[src/rtl/button_event_scheduler_pkg.sv]
// Shared event-type codes, arbiter state encoding and the press>long>repeat>release priority picker.
package button_event_pkg;
  localparam int EVT_W   = 2;
  localparam int NUM_EVT = 4;

  localparam logic [EVT_W-1:0] EVT_PRESS   = 2'b00;
  localparam logic [EVT_W-1:0] EVT_RELEASE = 2'b01;
  localparam logic [EVT_W-1:0] EVT_LONG    = 2'b10;
  localparam logic [EVT_W-1:0] EVT_REPEAT  = 2'b11;

  typedef enum logic {ST_IDLE = 1'b0, ST_PRESENT = 1'b1} arb_state_e;

  function automatic logic [EVT_W-1:0] pick_type(input logic [NUM_EVT-1:0] p);
    if (p[EVT_PRESS])  return EVT_PRESS;
    if (p[EVT_LONG])   return EVT_LONG;
    if (p[EVT_REPEAT]) return EVT_REPEAT;
    return EVT_RELEASE;
  endfunction
endpackage

[src/rtl/button_event_scheduler_if.sv]
// Valid/ready event port: the scheduler is the master, the menu FSM the slave.
interface button_event_scheduler_if #(parameter int ID_W = 2);
  import button_event_pkg::*;
  logic             EventValid;
  logic             EventReady;
  logic [ID_W-1:0]  EventId;
  logic [EVT_W-1:0] EventType;

  modport master (output EventValid, EventId, EventType, input EventReady);
  modport slave  (input EventValid, EventId, EventType, output EventReady);
endinterface

[src/rtl/button_event_scheduler_channel.sv]
// One button: 2-flop sync, tick-based debounce, hold/long detection and post strobes.
// Auto-repeat counter is present only when BUTTON_AUTO_REPEAT_EN is defined.
module button_channel
  import button_event_pkg::*;
#(
  parameter int STABLE_TICKS = 10,
  parameter int LONG_TICKS   = 1000,
  parameter int REPEAT_TICKS = 200
) (
  input  logic               clk,
  input  logic               rst_n,
  input  logic               tick_i,
  input  logic               noisy_i,
  output logic               clean_o,
  output logic [NUM_EVT-1:0] post_o
);
  localparam int SW = $clog2(STABLE_TICKS + 1);
  localparam int HW = $clog2(LONG_TICKS + 1);

  logic          s1_q, s2_q, clean_q, clean_d;
  logic [SW-1:0] stab_q, stab_d;
  logic [HW-1:0] hold_q, hold_d;
  logic          rise, fall, long_hit;

  always_comb begin
    clean_d  = clean_q;
    stab_d   = stab_q;
    hold_d   = hold_q;
    rise     = 1'b0;
    fall     = 1'b0;
    long_hit = 1'b0;
    if (tick_i) begin
      if (s2_q != clean_q) begin
        if (stab_q == SW'(STABLE_TICKS - 1)) begin
          clean_d = s2_q;
          stab_d  = '0;
          rise    = s2_q;
          fall    = ~s2_q;
        end else begin
          stab_d = stab_q + 1'b1;
        end
      end else begin
        stab_d = '0;
      end
    end
    // Saturates at LONG_TICKS so the long event fires exactly once per hold.
    if (!clean_q) begin
      hold_d = '0;
    end else if (tick_i && hold_q != HW'(LONG_TICKS)) begin
      hold_d   = hold_q + 1'b1;
      long_hit = (hold_q == HW'(LONG_TICKS - 1));
    end
  end

  always_ff @(posedge clk or negedge rst_n) begin
    if (!rst_n) begin
      s1_q    <= 1'b0;
      s2_q    <= 1'b0;
      clean_q <= 1'b0;
      stab_q  <= '0;
      hold_q  <= '0;
    end else begin
      s1_q    <= noisy_i;
      s2_q    <= s1_q;
      clean_q <= clean_d;
      stab_q  <= stab_d;
      hold_q  <= hold_d;
    end
  end

  assign clean_o               = clean_q;
  assign post_o[EVT_PRESS]     = rise;
  assign post_o[EVT_RELEASE]   = fall;
  assign post_o[EVT_LONG]      = long_hit;

`ifdef BUTTON_AUTO_REPEAT_EN
  localparam int RW = $clog2(REPEAT_TICKS + 1);
  logic [RW-1:0] rep_q, rep_d;
  logic          rep_hit;

  always_comb begin
    rep_d   = rep_q;
    rep_hit = 1'b0;
    if (!clean_q) begin
      rep_d = '0;
    end else if (tick_i && hold_q == HW'(LONG_TICKS)) begin
      if (rep_q == RW'(REPEAT_TICKS - 1)) begin
        rep_d   = '0;
        rep_hit = 1'b1;
      end else begin
        rep_d = rep_q + 1'b1;
      end
    end
  end

  always_ff @(posedge clk or negedge rst_n) begin
    if (!rst_n) rep_q <= '0;
    else        rep_q <= rep_d;
  end

  assign post_o[EVT_REPEAT] = rep_hit;
`else
  assign post_o[EVT_REPEAT] = 1'b0;
`endif
endmodule

[src/rtl/button_event_scheduler.sv]
// Keypad front end: shared tick prescaler, per-button channels, pending store and
// round-robin arbiter onto one valid/ready port. Optional: BUTTON_AUTO_REPEAT_EN.
module button_event_scheduler
  import button_event_pkg::*;
#(
  parameter int NUM_BUTTONS  = 4,
  parameter int TICK_DIV     = 50000,
  parameter int STABLE_TICKS = 10,
  parameter int LONG_TICKS   = 1000,
  parameter int REPEAT_TICKS = 200
) (
  input  logic                   CLK,
  input  logic                   RST_N,
  input  logic [NUM_BUTTONS-1:0] NoisyButtonsIn,
  output logic [NUM_BUTTONS-1:0] CleanButtonsOut,
  output logic                   Overflow,
  input  logic                   ClearOverflow,
  button_event_scheduler_if.master evt
);
  localparam int ID_W = $clog2(NUM_BUTTONS);
  localparam int DW   = $clog2(TICK_DIV + 1);

  logic [DW-1:0] div_q;
  logic          tick;
  logic [NUM_BUTTONS-1:0][NUM_EVT-1:0] post, pend_q, pend_d, clr;
  arb_state_e       state_q, state_d;
  logic [ID_W-1:0]  id_q, id_d, ptr_q, ptr_d, idx;
  logic [EVT_W-1:0] type_q, type_d;
  logic             found, ovf_q, ovf_new;

  assign tick = (div_q == DW'(TICK_DIV - 1));

  for (genvar g = 0; g < NUM_BUTTONS; g++) begin : g_ch
    button_channel #(
      .STABLE_TICKS (STABLE_TICKS),
      .LONG_TICKS   (LONG_TICKS),
      .REPEAT_TICKS (REPEAT_TICKS)
    ) u_ch (
      .clk     (CLK),
      .rst_n   (RST_N),
      .tick_i  (tick),
      .noisy_i (NoisyButtonsIn[g]),
      .clean_o (CleanButtonsOut[g]),
      .post_o  (post[g])
    );
  end

  always_comb begin
    state_d = state_q;
    id_d    = id_q;
    type_d  = type_q;
    ptr_d   = ptr_q;
    clr     = '0;
    found   = 1'b0;
    idx     = '0;
    case (state_q)
      ST_IDLE: begin
        for (int k = 0; k < NUM_BUTTONS; k++) begin
          idx = ID_W'((int'(ptr_q) + k) % NUM_BUTTONS);
          if (!found && |pend_q[idx]) begin
            found   = 1'b1;
            id_d    = idx;
            type_d  = pick_type(pend_q[idx]);
            state_d = ST_PRESENT;
          end
        end
      end
      ST_PRESENT: begin
        if (evt.EventReady) begin
          clr[id_q][type_q] = 1'b1;
          ptr_d   = (id_q == ID_W'(NUM_BUTTONS - 1)) ? '0 : id_q + 1'b1;
          state_d = ST_IDLE;
        end
      end
      default: state_d = ST_IDLE;
    endcase
  end

  // A post landing on a bit being consumed this cycle re-arms it without counting as overflow.
  assign pend_d  = (pend_q & ~clr) | post;
  assign ovf_new = |(post & pend_q & ~clr);

  always_ff @(posedge CLK or negedge RST_N) begin
    if (!RST_N) begin
      div_q   <= '0;
      pend_q  <= '0;
      state_q <= ST_IDLE;
      id_q    <= '0;
      type_q  <= EVT_PRESS;
      ptr_q   <= '0;
      ovf_q   <= 1'b0;
    end else begin
      div_q   <= tick ? '0 : div_q + 1'b1;
      pend_q  <= pend_d;
      state_q <= state_d;
      id_q    <= id_d;
      type_q  <= type_d;
      ptr_q   <= ptr_d;
      ovf_q   <= (ovf_q & ~ClearOverflow) | ovf_new;
    end
  end

  assign evt.EventValid = (state_q == ST_PRESENT);
  assign evt.EventId    = id_q;
  assign evt.EventType  = type_q;
  assign Overflow       = ovf_q;
endmodule

[src/flat_wrapper.sv]
// flat-port wrapper written by rule: the top's interface ports become plain ports
module button_event_scheduler_flat import button_event_pkg::*;
#(
  parameter int NUM_BUTTONS  = 4,
  parameter int TICK_DIV     = 50000,
  parameter int STABLE_TICKS = 10,
  parameter int LONG_TICKS   = 1000,
  parameter int REPEAT_TICKS = 200
)
  (CLK, RST_N, NoisyButtonsIn, CleanButtonsOut, Overflow, ClearOverflow, evt_EventValid, evt_EventId, evt_EventType, evt_EventReady);
  button_event_scheduler_if evt_i ();
  input  logic CLK;
  input  logic RST_N;
  input  logic [NUM_BUTTONS-1:0] NoisyButtonsIn;
  output logic [NUM_BUTTONS-1:0] CleanButtonsOut;
  output logic Overflow;
  input  logic ClearOverflow;
  output wire logic [$bits(evt_i.EventValid)-1:0] evt_EventValid;
  output wire logic [$bits(evt_i.EventId)-1:0] evt_EventId;
  output wire logic [$bits(evt_i.EventType)-1:0] evt_EventType;
  input wire logic [$bits(evt_i.EventReady)-1:0] evt_EventReady;
  assign evt_EventValid = evt_i.EventValid;
  assign evt_EventId = evt_i.EventId;
  assign evt_EventType = evt_i.EventType;
  assign evt_i.EventReady = evt_EventReady;
  button_event_scheduler #(.NUM_BUTTONS(NUM_BUTTONS), .TICK_DIV(TICK_DIV), .STABLE_TICKS(STABLE_TICKS), .LONG_TICKS(LONG_TICKS), .REPEAT_TICKS(REPEAT_TICKS)) u_core (.CLK(CLK), .RST_N(RST_N), .NoisyButtonsIn(NoisyButtonsIn), .CleanButtonsOut(CleanButtonsOut), .Overflow(Overflow), .ClearOverflow(ClearOverflow), .evt(evt_i));
endmodule
[config.mk]
export PLATFORM = sky130hd
export DESIGN_NAME = button_event_scheduler_flat
export DESIGN_NICKNAME = d
export VERILOG_FILES = /design/src/rtl/button_event_scheduler_pkg.sv /design/src/rtl/button_event_scheduler_if.sv /design/src/rtl/button_event_scheduler_channel.sv /design/src/rtl/button_event_scheduler.sv /design/src/flat_wrapper.sv
export SDC_FILE = /design/constraint.sdc
export NUM_CORES = 1
export LEC_CHECK = 0
export CAP_MARGIN = 30
export CORE_MARGIN = 8
export CORE_UTILIZATION = 55
export DETAILED_ROUTE_END_ITERATION = 12
export MAX_ROUTING_LAYER = met4
export PLACE_DENSITY = 0.68
export SLEW_MARGIN = 20
export SYNTH_ARGS = -nofsm -noshare
export SYNTH_HDL_FRONTEND = slang
export SYNTH_SLANG_ARGS = --single-unit
[constraint.sdc]
create_clock -name CLK -period 2.9 [get_ports CLK]
set_input_delay 0.58 -clock CLK [delete_from_list [all_inputs] [get_ports CLK]]
set_output_delay 0.58 -clock CLK [all_outputs]
set_load 0.02 [all_outputs]
# Word-level counts from Yosys, hierarchy flattened
# Index checks and enable logic that the tools add are counted.
# classes
shifts	0
bitwise	13
add_sub_neg	13
magnitude_cmp	8
n_eq_ne	22
n_reduce_logical	24
n_mul	0
n_mux	155
n_div	0
# op_table
cell	count
$mux W1	91
$mux W10	8
$mux W2	33
$mux W4	13
$mux W16	3
$add A10 B1 Y10 const B	4
$eq A10 B10 Y1 const B	4
$ne A10 B10 Y1 const B	4
$and A16 B16 Y16	2
$bmux W4 S2	4
$lt A2 B3 Y1 const B	6
$add A16 B1 Y16 const B	1
$add A4 B1 Y4 const B	4
$and A15 B16 Y16	1
$eq A16 B16 Y1 const B	1
$eq A4 B4 Y1 const B	4
$not A16 Y16	1
$or A16 B15 Y16	1
$reduce_or A16 Y1	1
$reduce_or A4 Y1	4
$reduce_and A3 Y1	4
$logic_and A1 B1 Y1	9
$demux W4 S2	1
$ne A2 B1 Y1 const B	4
other kinds (13)	27
# totals
latch_bits	0
output_inout_bits	10
memories	0
reg_bits	108
mem_bits_ro	0
wordCells	265
mem_bits_rw	0

# Logic depth before layout (Yosys ltp)
# logic_depth
ltp_word	28
ltp_mapped	9
depth_no_buf	7

# By module
# Synthesis repeated with hierarchy kept, for this count alone.
# hier_totals
cells_unflattened	613
hier_area_um2	6309.8
# modules_own_cells
module	cells_each	instances	area_each_um2	seq_area_each_um2
button_channel	99	4	973.4	425.4
button_event_scheduler	217	1	2416.1	1001.0

# Least setup slack after synthesis
# Ideal clock, no wire load.
# synth_path
path_kind	flip-flop to flip-flop
startpoint	register u_core.ptr_q[0]
endpoint	register u_core.id_q[0] (netlist: u_core.evt.EventId[0])
slack_ns	0.695
path_stages_with_launch	8
n_path_buf	2
t_arrival_ns	2.083
required_ns	2.779
cell_sequence	dfrtp_1 > buf_6 > buf_4 > mux4_2 > or4_4 > o21a_1 > o22a_1 > o22a_1
# synth_between
elab_chain_cells	17
# synth_lines
element	line	source
start, declared	button_event_scheduler.sv:27	logic [ID_W-1:0] id_q, id_d, ptr_q, ptr_d, idx;
start signal, assigned	button_event_scheduler.sv:98	ptr_q <= ptr_d;
$bmux W4 S2	button_event_scheduler.sv:60	if (!found && |pend_q[idx]) begin
$mux W4 (implied by the code)	button_event_scheduler.sv:60	
$reduce_or A4 Y1	button_event_scheduler.sv:60	
$mux W1	button_event_scheduler.sv:60	
$mux W1	button_event_scheduler.sv:56	case (state_q)
$logic_not A1 Y1	button_event_scheduler.sv:60	
$logic_and A1 B1 Y1	button_event_scheduler.sv:60	
$mux W1	button_event_scheduler.sv:60	
$mux W1	button_event_scheduler.sv:56	
$logic_not A1 Y1	button_event_scheduler.sv:60	
$logic_and A1 B1 Y1	button_event_scheduler.sv:60	
$mux W1	button_event_scheduler.sv:60	
$mux W1	button_event_scheduler.sv:56	
$logic_not A1 Y1	button_event_scheduler.sv:60	
$logic_and A1 B1 Y1	button_event_scheduler.sv:60	
$reduce_bool A4 Y1 (no line)	--	
$reduce_and A2 Y1 (no line)	--	
end signal, assigned	button_event_scheduler.sv:96	id_q <= id_d;
end, declared	button_event_scheduler.sv:27	
# Several ways; a longest one is shown, not always the timed one. The select of a mux whose other input is x is not followed.
# A chain may end at the register's enable or synchronous reset.

# Worst setup path after layout
# layout_path
startpoint	register u_core.ptr_q[0]
endpoint	register u_core.type_q[0] (netlist: u_core.evt.EventType[0])
# layout_between
elab_chain_cells	17
# layout_lines
element	line	source
parallel branches: the longest is 17 deep, another holds $add A2 B1 Y2	--	
end signal, assigned	button_event_scheduler.sv:97	type_q <= type_d;
end, declared	button_event_scheduler.sv:28	logic [EVT_W-1:0] type_q, type_d;
# Parallel ways; which one is timed is not known. The select of a mux whose other input is x is not followed.

==> impl_metrics.yaml <==
cts:
  cts_buffers: 9
  cts.clk_slew.worst_paths_ps: 100
  post-cts-setup-buffer-count: 0
  cts_resized: 0
  clk-insertion-delay-late_ps: 380
  max-clock-path-buffers: 2
  htreeDepth: 3
  tritoncts: "built"
  clk_root_buffer_cell: "clkbuf_8"
  cts.hold.buffers_added: 0
  clkSinkCount: 108
sta:
  setup-tns-final_ps: 0
  setup_viol: 0
  post-route-min-period_ps: 2570
  timing_worst_slew_pin_value_ps: 746
  grt_setup_unrepaired: "no"
  finalHoldViolations: 0
  layout_worst_path_cycle_share_pct: 88.7
  slew_headroom_pct: 50.3
  fmax_mhz: 389
  post_route_skew_ps: 8.19
  slew_viols_final: 0
critical_path:
  cp-startpoint: "u_core.ptr_q[0]"
  worstPathMaxFanout: 9
  worst-setup-path-type: "register to register"
  worst_setup_path_endpoint: "u_core.evt.EventType[0]"
  ff2ff_path_depth: 5
  reg2reg_setup_slack_ps: 330
  critPathLaunchType: "register"
  worstReg2RegEnd: "u_core.evt.EventType[0]"
  arrival_ps: 2840
  timing.critical_path.required_ps: 3170
  setup.worst_path.end_class: "register"
  r2r-start: "u_core.ptr_q[0]"
synthesis:
  yosysWarningCount: 0
  synth_adder_area_share_pct: 4.28
  syn-mean-instance-area_sq_um: 10.3
  yosys.area.top_type: "dfrtp_1"
  syn_inst: 596
  synth_most_common_cell: "dfrtp_1"
  netlist_top_cells_area: "dfrtp_1 44%, ha_1 4.3%, o21ai_0 3.5%, mux4_2 3.3%, xnor2_1 3.3%"
  post_synth_and_or_nand_nor_area_fraction_pct: 23.3
  synth_area_sq_um: 6140
  syn-num-nets: 625
  edff_count_synth: 0
  synth.cells.most_frequent: "108 x dfrtp_1, 52 x nand2_1, 43 x o21ai_0"
  ys_ff_latch: 108
  yosys.cell_types.count: 60
  synth.top_cell.area_share_pct: 44.0
  synth-compound-area-share_pct: 11.3
  synth.mux.area_fraction_pct: 7.72
  synth_top_family_by_area: "simple AND/OR/NAND/NOR gates"
  synth-async-reset-ratio_pct: 100
  synth-seq-area-share_pct: 44.0
  synth_xor_area_share_pct: 5.99
  dominantRegCellSynth: "dfrtp_1"
final_layout:
  ff_latch_area_sq_um: 2700
  n_antenna_cell: 0
  fill_count: 902
  final_net_count: 637
  drive_gt1_share_pct: 9.95
  area.growth.synth_to_final_pct: 8.50
  final-instance-count-excl-fill: 753
  multi_input_area_sq_um: 3230
place:
  numPortBuffers: 17
  place.detailed.hpwl_mm: 9.06
  place_congestion: 0.879
  post-place-cells: 737
drt:
  drc: 0
  via_per_inst: 5.97
  avgRoutedWirePerCell_um: 17.0
  wirelength_mm: 12.8
  detailed_routing_iteration_count_for_the_pre_antenna_repair_pass: 4
  drt-initial-drc-count: 258
  final_antenna_net_count: 0
  detailroute.via_count: 4494
grt:
  grt_pass1_vias: 4435
  grt_max_degree: 57
  total_routing_usage_reported_by_global_routing_pct: 19.0
  grt_pass1_wl_mm: 22.1
  grt_antenna_before_repair: 0
  globalRoute.totalOverflow: 0
floorplan:
  die_area_sq_um: 14800
  die_h_um: 122
  floorplan.die.width_um: 122
  core-area_sq_um: 10900
  io-pin-count: 18
  num_rows: 38
  effective_utilization_at_floorplan_pct: 56.4
power:
  cellLeakagePower_nw: 2.76
  peakVddDrop_mv: 0.549
  power.density_cell_area_nw_per_um2: 624
hold_path:
  hold_path_class: "primary input to async pin"
status:
  outcome: "finished, final reports clean"
job:
  max_cap_viol_count: 0
==> routing by layer <==
| layer | GRT usage (%) | up-vias | share of wire, % |
|---|---|---|---|
| li1 | - | 2179 | - |
| met1 | 24.3 | 2223 | 47 |
| met2 | 29.5 | 77 | 48 |
| met3 | 4.30 | 15 | 3.7 |
| met4 | 5.71 | 0 | 1.4 |
| met5 | - | - | 0 |
==> cells by family after synthesis <==
family	count (synthesis)
xor+xnor	42
fa+ha+maj	21
buf+inv	47
compound gates	108
mux	24
simple gates	246
flops	108
==> critical path, cell delays in order, from the launching register on <==
cell and delay, ps:
dfrtp_1 390, buf_4 200, mux4_1 630, nor4_1 610
a41oi_2 290, mux2_2 340
==> worst min path at each step <==
stage | from | cells after the start | endpoint
floorplan | RST_N | 0 | u_core.Overflow
global placement | u_core.g_ch[3].u_ch.s1_q | 0 | u_core.g_ch[3].u_ch.s2_q
detailed placement | u_core.g_ch[1].u_ch.s1_q | 0 | u_core.g_ch[1].u_ch.s2_q
CTS | RST_N | 1 | u_core.pend_q[15]
global route | RST_N | 1 | u_core.pend_q[15]
finish | RST_N | 1 | u_core.pend_q[15]
==> per-stage QoR <==
stage               total power [mW]  hold WS (ps)  worst slack, ps  instance area (sq um)  utilization (%)
finish                          4.16           243              328                   6660             61.2
global route                    4.41           290              213                   6660             61.2
CTS                             4.19           274              342                   6660             61.2
detailed placement              3.24           336              392                   6460             59.3
global placement                3.19           333              536                   6460             59.3
floorplan                       2.86           284              695                   6140                -
==> flip-flops by register name, summed over array words and instances (netlist names), 2 cells and up <==
register / cells
u_core.g_ch.u_ch.hold_q: 40
u_core.div_q: 16
u_core.g_ch.u_ch.stab_q: 16
u_core.pend_q: 16
u_core.g_ch.u_ch.clean_o: 4
u_core.g_ch.u_ch.s1_q: 4
u_core.g_ch.u_ch.s2_q: 4
u_core.evt.EventId: 2
u_core.evt.EventType: 2
u_core.ptr_q: 2
==> where the power goes <==
group | leakage [nW] | switching, mW | total [mW] | internal (mW)
logic | 1.22 | 0.730 | 1.39 | 0.657
registers | 1.44 | 0.207 | 1.83 | 1.63
clock network | 0.0983 | 0.518 | 0.939 | 0.421
total | 2.76 | 1.45 | 4.16 | 2.71
==> placed cells by master (no fill, tap or decap), types with 3 or more instances in the layout <==
cell and count:
dfrtp_1 108, nand2_1 52, o21ai_0 43, and2_1 29, nor2_1 28, xnor2_1 23, nand3_1 21, ha_1 21
nand4_1 20, inv_1 19, xor2_1 19, nor2b_1 16, a21oi_1 16, clkdlybuf4s50_1 16, nand2b_1 12, o31ai_1 11
buf_4 11, clkbuf_8 10, nor4_1 9, mux4_2 9, or4_1 8, mux4_1 7, or3_1 7, a21boi_0 6
and3_1 6, or2_2 6, nor3_1 6, mux2_2 6, o21a_1 5, nand3b_1 5, o211ai_1 5, and4_1 4
and4b_1 3, nand4b_1 3, nor4_4 3, a2111oi_0 3
==> area by class of cell <==
cell class	instances	share of cell area [%]
Tap cell	140	2.63
Inverter	19	1.07
Timing Repair Buffer	29	4.24
Clock buffer	10	2.07
Multi-Input combinational cell	441	48.5
Sequential cell	108	40.6
Clock inverter	6	0.958
(Power assumes the default switching activity.)
